--- src/rtl/iterative_divider_responder.sv ---
// Responder for the lhs/rhs/result valid-ready division channels.
// Restoring division, one quotient bit per cycle; quotient is all-ones for a zero divisor.
module iterative_divider_responder #(
  parameter int W = 8
) (
  input  logic         clk,
  input  logic         rst,
  input  logic [W-1:0] i_lhs,
  input  logic         i_lhs_vld,
  output logic         o_lhs_rdy,
  input  logic [W-1:0] i_rhs,
  input  logic         i_rhs_vld,
  output logic         o_rhs_rdy,
  output logic [W-1:0] o_result,
  output logic         o_result_vld,
  input  logic         i_result_rdy
);

  localparam int CW = (W > 2) ? $clog2(W) : 1;

  typedef enum logic [1:0] {
    S_IDLE = 2'd0,
    S_BUSY = 2'd1,
    S_DONE = 2'd2
  } state_t;

  state_t        r_state;
  logic          r_lhs_held;
  logic          r_rhs_held;
  logic [W-1:0]  r_lhs;
  logic [W-1:0]  r_rhs;
  logic [W-1:0]  r_rem;
  logic [W-1:0]  r_quo;
  logic [CW-1:0] r_cnt;
  logic [W-1:0]  r_result;
  logic          r_result_vld;

  logic          w_lhs_xfer;
  logic          w_rhs_xfer;
  logic          w_lhs_have;
  logic          w_rhs_have;
  logic [W-1:0]  w_lhs_val;
  logic [W-1:0]  w_rhs_val;
  logic [W-1:0]  w_t;
  logic [W-1:0]  w_rem_nxt;
  logic          w_bit;
  logic [W-1:0]  w_quo_nxt;

  assign o_lhs_rdy    = !rst && (r_state == S_IDLE) && !r_lhs_held;
  assign o_rhs_rdy    = !rst && (r_state == S_IDLE) && !r_rhs_held;
  assign o_result     = r_result;
  assign o_result_vld = r_result_vld;

  // A held operand keeps its first value; later vld on that channel is ignored.
  assign w_lhs_xfer = i_lhs_vld && o_lhs_rdy;
  assign w_rhs_xfer = i_rhs_vld && o_rhs_rdy;
  assign w_lhs_have = r_lhs_held || w_lhs_xfer;
  assign w_rhs_have = r_rhs_held || w_rhs_xfer;
  assign w_lhs_val  = r_lhs_held ? r_lhs : i_lhs;
  assign w_rhs_val  = r_rhs_held ? r_rhs : i_rhs;

  // One restoring-division step: shift in the next dividend bit, subtract if it fits.
  always_comb begin
    w_t       = {r_rem[W-2:0], r_quo[W-1]};
    w_rem_nxt = w_t;
    w_bit     = 1'b0;
    if (w_t >= r_rhs) begin
      w_rem_nxt = w_t - r_rhs;
      w_bit     = 1'b1;
    end else begin
      w_rem_nxt = w_t;
      w_bit     = 1'b0;
    end
    w_quo_nxt = {r_quo[W-2:0], w_bit};
  end

  // Control FSM with operand capture, iteration and result hand-off.
  always_ff @(posedge clk) begin
    if (rst) begin
      r_state      <= S_IDLE;
      r_lhs_held   <= 1'b0;
      r_rhs_held   <= 1'b0;
      r_lhs        <= {W{1'b0}};
      r_rhs        <= {W{1'b0}};
      r_rem        <= {W{1'b0}};
      r_quo        <= {W{1'b0}};
      r_cnt        <= {CW{1'b0}};
      r_result     <= {W{1'b0}};
      r_result_vld <= 1'b0;
    end else begin
      case (r_state)
        S_IDLE: begin
          if (w_lhs_xfer) begin
            r_lhs      <= i_lhs;
            r_lhs_held <= 1'b1;
          end
          if (w_rhs_xfer) begin
            r_rhs_held <= 1'b1;
          end
          if (w_lhs_have && w_rhs_have) begin
            r_state <= S_BUSY;
            r_rem   <= {W{1'b0}};
            r_quo   <= w_lhs_val;
            r_rhs   <= w_rhs_val;
            r_cnt   <= CW'(W - 1);
          end else if (w_rhs_xfer) begin
            r_rhs   <= i_rhs;
          end
        end
        S_BUSY: begin
          r_rem <= w_rem_nxt;
          r_quo <= w_quo_nxt;
          r_cnt <= r_cnt - CW'(1);
          if (r_cnt == {CW{1'b0}}) begin
            r_result     <= w_quo_nxt;
            r_result_vld <= 1'b1;
            r_state      <= S_DONE;
          end
        end
        S_DONE: begin
          // Ready rises only in the cycle after the result is taken.
          if (i_result_rdy) begin
            r_result_vld <= 1'b0;
            r_lhs_held   <= 1'b0;
            r_rhs_held   <= 1'b0;
            r_state      <= S_IDLE;
          end
        end
        default: begin
          r_state <= S_IDLE;
        end
      endcase
    end
  end

endmodule

--- config.mk ---
export PLATFORM = sky130hd
export DESIGN_NAME = iterative_divider_responder
export DESIGN_NICKNAME = d
export VERILOG_FILES = /design/src/rtl/iterative_divider_responder.sv
export SDC_FILE = /design/constraint.sdc
export NUM_CORES = 1
export LEC_CHECK = 0
export BUFFER_PORTS_ARGS = -buffer_cell sky130_fd_sc_hd__buf_2
export CORE_MARGIN = 2
export CORE_UTILIZATION = 57
export DETAILED_ROUTE_END_ITERATION = 10
export PLACE_DENSITY = 0.79
export SYNTH_ARGS = -nofsm -noshare
export SYNTH_HDL_FRONTEND = slang
export SYNTH_SLANG_ARGS = --single-unit
--- constraint.sdc ---
create_clock -name clk -period 3 [get_ports clk]
set_clock_uncertainty 0.1 [all_clocks]
set_input_delay 0.15 -clock clk [delete_from_list [all_inputs] [get_ports clk]]
set_output_delay 0.15 -clock clk [all_outputs]
set_load 0.01 [all_outputs]
After elaboration in Yosys (flattened, before gate mapping)
Index checks and enable logic that the tools add are counted.
Operators by class
  add/sub/neg operators: 2
  multipliers: 0
  divide/modulo/power cells: 0
  $lt $le $gt $ge: 1
  equal/unequal tests: 8
  shifts and indexed selects: 0
  muxes and demuxes: 23
  bitwise gates (word level): 0
  reductions and logical operators: 25
Operator list (count)
  $mux W8: 5
  $pmux W8 S2: 1
  $reduce_and A3 Y1: 5
  $mux W7: 2
  $pmux W7 S2: 1
  $ne A2 B2 Y1 const B: 5
  $ge A8 B8 Y1: 1
  $reduce_bool A2 Y1: 4
  $sub A7 B7 Y7: 1
  $logic_and A1 B1 Y1: 6
  $mux W2: 3
  $pmux W1 S2: 3
  $pmux W2 S3: 1
  $pmux W3 S2: 1
  $reduce_and A2 Y1: 3
  $mux W1: 5
  $logic_not A1 Y1: 3
  $logic_not A3 Y1: 1
  $mux W3: 1
  $sub A3 B1 Y3 const B: 1
  $eq A2 B1 Y1 const B: 1
  $eq A2 B2 Y1 const B: 1
  $logic_not A2 Y1: 1
  $logic_or A1 B1 Y1: 2
  $ne A2 B1 Y1 const B: 1
Storage, ports and cells
  bits in registers: 47
  bits in latches: 0
  memory bits (writable): 0
  bits in read-only memories: 0
  input bits: 21
  word-level logic and storage cells: 69
  memories kept: 0

Longest topological paths before layout
Gate-level depths: netlist of run 1.
  depth after elaboration: 8
  depth in mapped cells: 10
  gate-level depth less buffers: 9

Least setup slack after synthesis of run 1
No wires, ideal clock.
  path type: register to register
  from: reg r_quo[7]
  to: reg r_rem[2]
  setup time: 122 ps
  arrival time: 2056 ps
  required time: 2778 ps
  setup slack: 722 ps
  stages on the path, launching flop included: 10
  path buffers: 0
  clock period less this slack: 2278 ps
  cell sequence: dfxtp_1 > inv_1 > ha_1 > inv_1 > fa_1 > a21o_1 > a21o_4 > o2111ai_4 > a211oi_1 > a311o_1
On the way
  longest elaborated chain between the ends: 3
Ends and longest elaborated chain
  from (decl): line 33  | logic [W-1:0] r_quo;
  from (signal assigned): line 86  | r_quo <= {W{1'b0}};
  from (signal assigned): line 103  | r_quo <= w_lhs_val;
  from (signal assigned): line 112  | r_quo <= w_quo_nxt;
  $sub A7 B7 Y7 or $ge A8 B8 Y1 (tied branches): line 68, 67
  $mux W7 (*): line 67  | if (w_t >= r_rhs) begin
  $pmux W7 S2 (*): line 91  | case (r_state)
  to (signal assigned): line 85  | r_rem <= {W{1'b0}};
  to (signal assigned): line 102  | r_rem <= {W{1'b0}};
  to (signal assigned): line 111  | r_rem <= w_rem_nxt;
  to (decl): line 32  | logic [W-1:0] r_rem;
Every way passes the cells marked *; elsewhere a longest branch is shown, timed or not.
A chain may end at the register's enable or synchronous reset.

Worst setup path in the final report of run 1
Same ends and word-level chain as after synthesis.

==> results of run 1 <==
## worst min-delay path: stages
cell and delay [ns]:
buf_2 0.10, nand3b_1 0.10, a21oi_1 0.06
## where the power goes
group / switching [mW] / leakage (nW) / total (mW) / internal [mW]
Combinational: 0.373 / 0.749 / 0.671 / 0.298
Clock: 0.206 / 0.0440 / 0.365 / 0.159
Sequential: 0.0665 / 0.384 / 0.765 / 0.699
Total: 0.646 / 1.18 / 1.80 / 1.16
## how the worst max path moves through the flow
stage                         from       end  slack [ns]  depth (start not counted)
final                     r_quo[7]  r_rem[2]        0.51                          9
after detailed placement  r_quo[7]  r_rem[6]        0.56                          9
after global routing      r_quo[7]  r_rem[2]        0.44                          9
after floorplan           r_quo[7]  r_rem[2]        0.72                          9
after global placement    r_quo[7]  r_rem[6]        0.61                          9
after CTS                 r_quo[7]  r_rem[2]        0.54                          9
## sequential cells by signal, summed over array words and instances (netlist names)
signal	flops
o_result	8
o_result_vld	1
r_cnt	3
r_lhs	8
r_lhs_held	1
r_quo	8
r_rem	7
r_rhs	8
r_rhs_held	1
r_state	2
## layout make-up
type | count | area (um2) | share of cell area
Timing Repair Buffer | 50 | 337.8 | 0.1176
Clock buffer | 5 | 68.82 | 0.02395
Sequential cell | 47 | 940.9 | 0.3275
Multi-Input combinational cell | 212 | 1398 | 0.4865
Inverter | 13 | 48.80 | 0.01699
Clock inverter | 2 | 13.76 | 0.004791
Tap cell | 52 | 65.06 | 0.02265
## through the flow
| stage | power, mW | util | hold slack [ns] | instances |
|---|---|---|---|---|
| 3_3_place_gp | 1.409 | 0.6168 | 0.2419 | 358 |
| 2_1_floorplan | 1.308 | - | 0.1490 | 288 |
| 4_1_cts | 1.798 | 0.6737 | 0.04198 | 381 |
| 6_report | 1.802 | 0.6737 | 0.04691 | 381 |
| 5_1_grt | 1.909 | 0.6737 | 0.06752 | 381 |
| 3_5_place_dp | 1.419 | 0.6168 | 0.2498 | 358 |
## layer usage
layer  up-vias  wire [um]
met5         -          0
met4         0         72
met2        51       2420
met3         7        233
li1       1098          -
met1      1006       2728
## layout by cell type, fill, tap and decap left out, types with 2 or more instances in the layout
cell type and count:
a32o_1 2, a21o_1 2, clkbuf_8 5, and2_1 6
a311o_1 4, nor2b_1 3, nor4_1 2, o31ai_1 7
o21ai_0 12, dfxtp_1 47, a2111oi_0 2, mux2i_1 15
ha_1 10, nand2_1 50, dlygate4sd3_1 16, nor3b_1 6
a211oi_1 10, inv_1 12, a21oi_1 18, nand2b_1 5
a221o_1 2, buf_2 31, xnor2_1 3, nand3b_1 12
nand3_1 4, nor2_1 20, buf_4 3
## cells in the mapped netlist (3+ instances only)
cell      instances  area share
buf_6             3       0.014
clkbuf_1          5      0.0075
and2_1            6       0.015
a311o_1           4       0.016
nand2b_1          5       0.013
a211oi_1         10       0.030
nand2_1          50       0.075
mux2i_1          15       0.060
nor3b_1           6       0.018
buf_2             6       0.012
o31ai_1           7       0.021
inv_1            12       0.018
o21ai_0          12       0.024
nor2b_1           3      0.0075
nor2_1           20       0.030
a21oi_1          18       0.036
dfxtp_1          47        0.38
nand3_1           4      0.0080
ha_1             10       0.050
nand3b_1         12       0.036
xnor2_1           3       0.011
## kinds of logic (layout without fill, tap and decap cells)
logic type / count (synthesis) / count (layout) / share of synthesized area
buffers and inverters: 29 / 70 / 0.05985
adders and majority gates: 11 / 11 / 0.05835
AOI/OAI and AO/OA: 67 / 67 / 0.1972
muxes: 15 / 15 / 0.06036
xor gates and xnor gates: 3 / 3 / 0.01057
and+or+nand+nor: 116 / 116 / 0.2354
DFF: 47 / 47 / 0.3783
==> impl_metrics.csv, run 1 <==
group,metric,value,unit
run_status,outcome,"completed",
synth,synth_edf_count,0,
worst_setup_path,cp_common_cell,"inv_1",
worst_setup_path,crit_family,"compound AO/OA/AOI/OAI gates",
sta,post-route-min-period,2.488,ns
die,die_w,70.06,um
synth,ys_seq_elements,47,
worst_hold_path,whs_path_depth,3,
synth,yosys_warnings,0,
worst_setup_path,crit_slowest_cell,"fa_1",
die,ioPinCount,32,
clock_network,cts_buffers,5,
placement,routabilityCongestion,0.8902,
global_routing,grt_pass1_wl,9.177,mm
synth,synthFlopType,"dfxtp_1",
sta,setup_viol,0,
sta,hold_viol,0,
synth,netlist_area,2487,um2
sta,rsz0062_at_grt,"no",
global_routing,grt_max_degree,27,
worst_setup_path,cp_max_fo,10,
global_routing,grt_use_met3,0.03463,
route,antenna_left,0,
global_routing,grt.met2_usage,0.3545,
synth,synth_cell_types,46,
worst_setup_path,cp-end-kind,"register",
synth,synthArstFlopShare,0,
power_and_ir_drop,ir_drop,0.2932,mV
global_routing,grt_overflow_total,0,
clock_network,post_cts_buffers,0,
worst_hold_path,hp-class,"input port to register",
worst_setup_path,arrival,2.57,ns
global_routing,use_met1,0.3477,
power_and_ir_drop,leakagePower,1.177,nW
sta,relSlewSlack,0.4665,
die,dieHeight,70.06,um
flow_run,cap_violations,0,
route,vias,2162,
worst_setup_path,r2r_start,"r_quo[7]",
sta,timing.final.ws_setup,0.5117,ns
clock_network,tritoncts,"built",
clock_network,cts.sink_count,47,
finish,areaGrowthSynthToFinish,15.49,%
route,wl_per_cell,14.31,um
route,postRouteWirelength,5.453,mm
worst_setup_path,r2r_slack,0.51,ns
global_routing,busiest_layer,"met2",
finish,stdcell_area,2873,um2
synth,synth_nets,320,
sta,fin_crit_sh,0.8294,
worst_setup_path,cp.required,3.08,ns
sta,fin_tns_setup,0,ns
worst_hold_path,min_from,"i_result_rdy",
finish,fill_cells,349,
sta,worst_slew_pin_slew,0.7942,ns
clock_network,insertion_delay,0.30,ns
synth,avgSynthCellArea,8.637,um2
die,rows,24,
clock_network,cts_resized,0,
placement,place_area,2630,um2
worst_setup_path,worst-path-buf-inv,2,
worst_setup_path,path_class,"register to register",
power_and_ir_drop,powerDensity,627.1,nW/um2
worst_setup_path,cp-start-kind,"register",
sta,maxClockFrequency,0.4019,GHz
route,drt_iter0_drc,121,
worst_setup_path,reg2regPathDepth,9,
route,vias_per_cell,5.675,
placement,numPortBuffers,31,
placement,preCtsSetupSlack,0.5574,ns
worst_hold_path,hold_end,"r_state[1]",
worst_setup_path,cpPeakStageDelay,0.41,ns
die,initial_core_util,0.5833,
placement,dpl.hpwl,3.660,mm
global_routing,antenna_found_initial,0,
sta,maxSlewViolCount,0,
route,drc,0,
synth,seq_area_frac_synth,0.3783,
finish,layout-drive-gt1-share,0.1550,
clock_network,hold_buffers,16,
clock_network,cts_buffer_depth,2,
clock_network,cts_htree_levels,2,
die,coreArea,4264,um2
worst_setup_path,path_cells,"inv_1, ha_1, inv_1, fa_1, a21o_1, a21o_4, o2111ai_4, a211oi_1, a311o_1",
clock_network,clkTransAtPathRegs,0.09,ns
global_routing,grt_pass1_vias,1921,
route,dr.pass1.iters,4,
synth,synthCells,288,
global_routing,grt_usage,0.2347,
finish,nNetsFinal,361,
worst_setup_path,timing.rr.end,"r_rem[2]",
finish,diodes,0,
die,die_area,4908,um2
clock_network,clock-root-buffer,"clkbuf_8",
No activity file was read; power rests on OpenSTA's default activity.
==> run 2, diff against run 1 <==
--- a/config.mk
+++ b/config.mk
@@ -5,11 +5,12 @@
 export SDC_FILE = /design/constraint.sdc
 export NUM_CORES = 1
 export LEC_CHECK = 0
+export ABC_AREA = 1
 export BUFFER_PORTS_ARGS = -buffer_cell sky130_fd_sc_hd__buf_2
 export CORE_MARGIN = 2
-export CORE_UTILIZATION = 57
+export CORE_UTILIZATION = 52
 export DETAILED_ROUTE_END_ITERATION = 10
-export PLACE_DENSITY = 0.79
+export PLACE_DENSITY = 0.76
 export SYNTH_ARGS = -nofsm -noshare
 export SYNTH_HDL_FRONTEND = slang
 export SYNTH_SLANG_ARGS = --single-unit
==> constraint.sdc (replaced) <==
create_clock -name clk -period 2 [get_ports clk]
set_clock_uncertainty 0.1 [all_clocks]
set_input_delay 0.1 -clock clk [delete_from_list [all_inputs] [get_ports clk]]
set_output_delay 0.1 -clock clk [all_outputs]
set_load 0.01 [all_outputs]
==> impl_metrics.csv, run 2 <==
group,metric,value,unit
run_status,outcome,"completed",
global_routing,grt_pass1_vias,2043,
route,wl_per_cell,12.64,um
worst_setup_path,crit_slowest_cell,"fa_2",
sta,timing.final.ws_setup,0.1846,ns
finish,areaGrowthSynthToFinish,20.65,%
worst_setup_path,crit_family,"adder cells",
die,ioPinCount,32,
route,drc,0,
flow_run,cap_violations,0,
clock_network,clock-root-buffer,"clkbuf_8",
die,coreArea,4692,um2
clock_network,cts_buffers,5,
clock_network,tritoncts,"built",
sta,post-route-min-period,1.815,ns
route,vias,2283,
worst_setup_path,cp-start-kind,"register",
synth,yosys_warnings,0,
finish,diodes,0,
clock_network,cts_buffer_depth,2,
finish,stdcell_area,3042,um2
clock_network,cts.sink_count,47,
synth,ys_seq_elements,47,
clock_network,insertion_delay,0.30,ns
worst_setup_path,cp.required,2.09,ns
clock_network,cts_htree_levels,2,
finish,finalNonFillerCells,442,
worst_setup_path,cp_max_fo,7,
synth,synthFlopType,"dfxtp_1",
synth,synthTopCellsByArea,"dfxtp_1 (37%), nand2_1 (7.7%), inv_1 (7.6%)",
power_and_ir_drop,power.total,4.868,mW
sta,maxClockFrequency,0.5508,GHz
route,drt_iter0_drc,156,
power_and_ir_drop,powerDensity,1601,nW/um2
global_routing,antenna_found_initial,0,
worst_setup_path,r2r_start,"r_quo[7]",
synth,netlist_area,2521,um2
sta,relSlewSlack,0.7417,
die,initial_core_util,0.5373,
sta,fin_crit_sh,0.9077,
synth,synth_most_common_cell,"nand2_1",
synth,synth_cell_types,35,
finish,nNetsFinal,419,
route,vias_per_cell,5.165,
synth,synth.top_cell.area_share,0.3732,
finish,mostFrequentLayoutCells,"inv_1 (51), nand2_1 (51), dfxtp_1 (46)",
sta,rsz0062_at_grt,"no",
worst_setup_path,cpPeakStageDelay,0.34,ns
route,antenna_left,0,
route,postRouteWirelength,5.585,mm
global_routing,grt_max_degree,23,
synth,avgSynthCellArea,7.503,um2
sta,worst_slew_pin_slew,0.3834,ns
sta,maxSlewViolCount,0,
synth,synth_edf_count,0,
sta,hold_ws,0.04000,ns
power_and_ir_drop,leakagePower,1.327,nW
die,rows,25,
synth,ys_top_cells_by_count,"nand2_1 (52), inv_1 (51), dfxtp_1 (47)",
worst_hold_path,min_from,"i_rhs[2]",
clock_network,clkTransAtPathRegs,0.08,ns
placement,routabilityCongestion,0.8056,
placement,numPortBuffers,31,
global_routing,grt_usage,0.2217,
die,die_area,5421,um2
synth,synthArstFlopShare,0,
global_routing,grt_overflow_total,0,
worst_setup_path,crit_start,"r_quo[7]",
synth,synth_nets,368,
worst_setup_path,cp_common_cell,"nand3_1",
synth,synthCells,336,
worst_hold_path,hp-class,"input port to register",
worst_setup_path,cp-end-kind,"register",
placement,preCtsSetupSlack,-0.003822,ns
die,dieHeight,73.63,um
sta,hold_viol,0,
finish,layout-drive-gt1-share,0.2345,
power_and_ir_drop,ir_drop,0.6496,mV
synth,yosysTopAreaCell,"dfxtp_1",
placement,dp.cells,421,
sta,setup_viol,0,
worst_setup_path,worst-path-buf-inv,3,
clock_network,post_cts_buffers,0,
worst_setup_path,path_class,"register to register",
worst_setup_path,path_cells,"inv_1, ha_1, inv_1, fa_2, nand3_1, nand3_2, o21ai_1, buf_4, nand3_1, nand3_1, a21oi_2",
placement,dpl.hpwl,3.899,mm
worst_setup_path,arrival,1.91,ns
global_routing,grt_pass1_wl,9.266,mm
placement,place_area,2766,um2
die,die_w,73.63,um
route,dr.pass1.iters,4,
synth,seq_area_frac_synth,0.3732,
-- run 2: cell types whose count changed after synthesis, sizes merged, moves of 10 or more --
cell   change
a21oi     +19
nand3     +21
nand2     +10
inv       +40
mux2i     -15
o21ai     +35
-- run 2: power by group --
group / internal, mW / switching [mW] / leakage, nW
logic: 1.04 / 1.68 / 0.880
clock network: 0.411 / 0.331 / 0.0618
registers: 1.23 / 0.181 / 0.385
-- run 2: final cells by class --
cell class	instances	area [um2]
flip-flops and latches	47	942.2
repair buffers	57	382.9
inverters	53	198.9
multi-input cells	223	1329
well taps	54	67.56
fillers	403	1650
clock inverters	2	38.79
clock buffers	6	82.58
-- run 2: cells by family after synthesis --
logic type,Yosys count,share of synthesized area
AOI/OAI and AO/OA,93,0.2184
xor gates and xnor gates,2,0.006949
adders and majority gates,11,0.05757
buffers and inverters,66,0.1087
DFF,47,0.3732
and+or+nand+nor,117,0.2352
-- run 2: worst paths after layout --
| kind | end | slack [ns] | depth (start not counted) |
|---|---|---|---|
| worst max-delay path | r_rem[5] | 0.18 | 11 |
| worst min register to register | r_lhs[4] | 0.36 | 2 |
| worst min-delay path | r_rhs[2] | 0.04 | 3 |
| worst max register to register | r_rem[5] | 0.18 | 11 |
-- run 2: worst min-delay path: stages --
cell	delay [ns]
buf_2	0.07
o21ai_0	0.10
a21oi_1	0.13
-- run 2: per-stage QoR --
step | utilization | TNS [ns]
5_1_grt | 0.6483 | 0
2_1_floorplan | - | 0
3_3_place_gp | 0.5896 | 0
4_1_cts | 0.6443 | 0
6_report | 0.6483 | 0
3_5_place_dp | 0.5896 | -0.003822
-- run 2: per-layer routing --
layer  part of all wire  vias to the layer above  global-route usage
met4              0.012                        0             0.07071
met2               0.44                       65              0.3244
li1                   -                     1202                   -
met3              0.050                        6             0.04664
met1               0.50                     1010              0.3248
met5                  0                        -                   0
-- run 2: repair_timing --
item	4_1_cts	5_1_grt
gates resized for setup	1	6
endpoints found under the setup margin	4	9
hold endpoints to repair	13	0
hold buffers	13	0
==> run 3, diff against run 2 <==
==> constraint.sdc (replaced) <==
create_clock -name clk -period 1.5 [get_ports clk]
set_clock_uncertainty 0.1 [all_clocks]
set_input_delay 0.075 -clock clk [delete_from_list [all_inputs] [get_ports clk]]
set_output_delay 0.075 -clock clk [all_outputs]
set_load 0.01 [all_outputs]
==> impl_metrics.csv, run 3 (synthesized netlist as in run 2, its figures left out) <==
group,metric,value,unit
run_status,outcome,"finished with violations",
run_status,violations,"hold timing, setup timing",
placement,routabilityCongestion,0.8503,
placement,place_area,3022,um2
power_and_ir_drop,power.total,7.981,mW
worst_setup_path,cp_max_fo,7,
die,rows,25,
global_routing,grt_pass1_vias,2377,
sta,worst_slew_pin_slew,0.3478,ns
clock_network,clkTransAtPathRegs,0.09,ns
finish,finalNonFillerCells,483,
route,dr.pass1.iters,4,
sta,maxClockFrequency,0.5500,GHz
sta,maxSlewViolCount,0,
clock_network,insertion_delay,0.30,ns
clock_network,cts.sink_count,47,
finish,diodes,0,
placement,numPortBuffers,31,
worst_setup_path,critPathCapture,"r_rem[4]",
global_routing,grt_usage,0.2511,
power_and_ir_drop,ir_drop,1.215,mV
worst_setup_path,path_class,"register to register",
worst_setup_path,cp.required,1.60,ns
clock_network,cts_buffer_depth,2,
sta,setup_viol,13,
clock_network,hold_buffers,16,
worst_hold_path,hp-class,"input port to register",
placement,dp.cells,447,
power_and_ir_drop,p_int,4.258,mW
route,vias,2643,
die,dieHeight,73.63,um
power_and_ir_drop,share_comb_of_total_power,0.643,
clock_network,tritoncts,"built",
die,die_w,73.63,um
sta,rsz0062_at_grt,"yes",
global_routing,grt_overflow_total,0,
clock_network,cts_buffers,5,
sta,fin_tns_setup,-2.423,ns
power_and_ir_drop,seqPwrFrac,0.238,
route,wl_per_cell,14.97,um
finish,areaGrowthSynthToFinish,40.55,%
finish,fill_cells,308,
finish,mostFrequentLayoutCells,"nand2_1 (50), inv_1 (46), dfxtp_1 (44), buf_4 (44), buf_2 (31)",
worst_setup_path,r2r_slack,-0.32,ns
sta,post-route-min-period,1.818,ns
placement,dpl.hpwl,4.297,mm
worst_setup_path,reg2regPathDepth,10,
worst_setup_path,crit_start,"r_quo[7]",
worst_setup_path,r2r_start,"r_quo[7]",
sta,hold_ws,-0.07378,ns
finish,nNetsFinal,460,
power_and_ir_drop,powerDensity,2252,nW/um2
die,ioPinCount,32,
power_and_ir_drop,pwr-share-clk,0.119,
die,coreArea,4692,um2
sta,relSlewSlack,0.7679,
worst_setup_path,cp-end-kind,"register",
clock_network,clock-root-buffer,"clkbuf_8",
route,drc,0,
finish,final_common_cell,"nand2_1",
route,postRouteWirelength,7.230,mm
route,drt_iter0_drc,175,
die,die_area,5421,um2
route,vias_per_cell,5.472,
clock_network,cts_htree_levels,2,
finish,layout-drive-gt1-share,0.3706,
worst_setup_path,cp-start-kind,"register",
power_and_ir_drop,switchingPower,3.723,mW
die,initial_core_util,0.5373,
route,antenna_left,0,
worst_setup_path,arrival,1.92,ns
power_and_ir_drop,leakagePower,1.566,nW
sta,fin_crit_sh,1.212,
global_routing,antenna_found_initial,0,
finish,stdcell_area,3543,um2
worst_setup_path,timing.rr.end,"r_rem[4]",
global_routing,grt_max_degree,23,
flow_run,cap_violations,0,
global_routing,grt_pass1_wl,10.56,mm
power_and_ir_drop,p_sw_frac,0.4665,
sta,timing.final.ws_setup,-0.3182,ns
sta,hold_viol,3,
-- run 3: cell count changes in the layout (fill, tap and decap cells not counted), moves of 3 or more --
cell	before	now
buf_4	13	44
o21ai_0	37	29
o21ai_2	2	8
buf_6	0	5
inv_1	51	46
nor2_1	16	11
nand3_1	19	15
nor2_2	1	5
dlygate4sd3_1	13	16
nand3_2	3	6
-- run 3: how the worst min path moves through the flow --
stage / start / end / cells past startpoint
6_report: rst / r_rem[5] / 2
5_1_grt: rst / r_rem[4] / 2
4_1_cts: rst / r_rem[4] / 2
3_5_place_dp: rst / r_rem[5] / 2
3_3_place_gp: rst / r_rem[4] / 2
2_1_floorplan: rst / o_result[0] / 3
-- run 3: area by class of cell --
class                      count  area (um2)  share of cell area
tap                           54       67.56             0.01907
sequential                    47       947.2              0.2673
timing repair buffer          96       701.9              0.1981
multi-input combinational    225        1505              0.4248
clock buffer                   5       68.82             0.01942
inverter                      53       209.0             0.05897
clock inverter                 3       43.79             0.01236
-- run 3: repair_timing --
action / in CTS / in global routing
pin swaps: 11 / 9
buffers inserted: 3 / 6
endpoints found under the setup margin: 19 / 33
endpoints found under the hold margin: 19 / 3
gates cloned: 1 / 2
resized for setup: 10 / 38
-- run 3: critical path: stages (launching register included) --
cell and delay (ns):
dfxtp_1 0.32, inv_2 0.07, ha_4 0.12, inv_2 0.04, fa_2 0.34, nand3_2 0.09, nand3_4 0.09, o21ai_4 0.24
nand3b_1 0.13, nand3_1 0.12, a21oi_2 0.06
-- run 3: per-stage QoR --
| step | util | hold slack (ns) | setup WS [ns] |
|---|---|---|---|
| finish | 0.7552 | -0.07378 | -0.3182 |
| global route | 0.7552 | -0.07092 | -0.4072 |
| CTS | 0.7200 | -0.08296 | -0.2710 |
| detailed placement | 0.6440 | 0.2411 | -0.3349 |
| global placement | 0.6440 | 0.2389 | -0.2797 |
| floorplan | - | 0.1392 | -0.2735 |
-- run 3: power by group through the flow --
stage          clock network, mW  logic (mW)  registers, mW
2_1_floorplan                  0        2.89           1.88
3_3_place_gp                   0        3.94           1.88
3_5_place_dp                   0        4.10           1.89
4_1_cts                    0.957        4.49           1.87
5_1_grt                     1.02        5.59           1.94
6_report                   0.947        5.13           1.90
-- run 3: layer usage --
metal,share of wire,track usage,up-vias
li1,-,-,1292
met1,0.40,0.2934,1232
met2,0.51,0.4454,93
met3,0.048,0.04252,26
met4,0.035,0.1111,0
met5,0,0,-
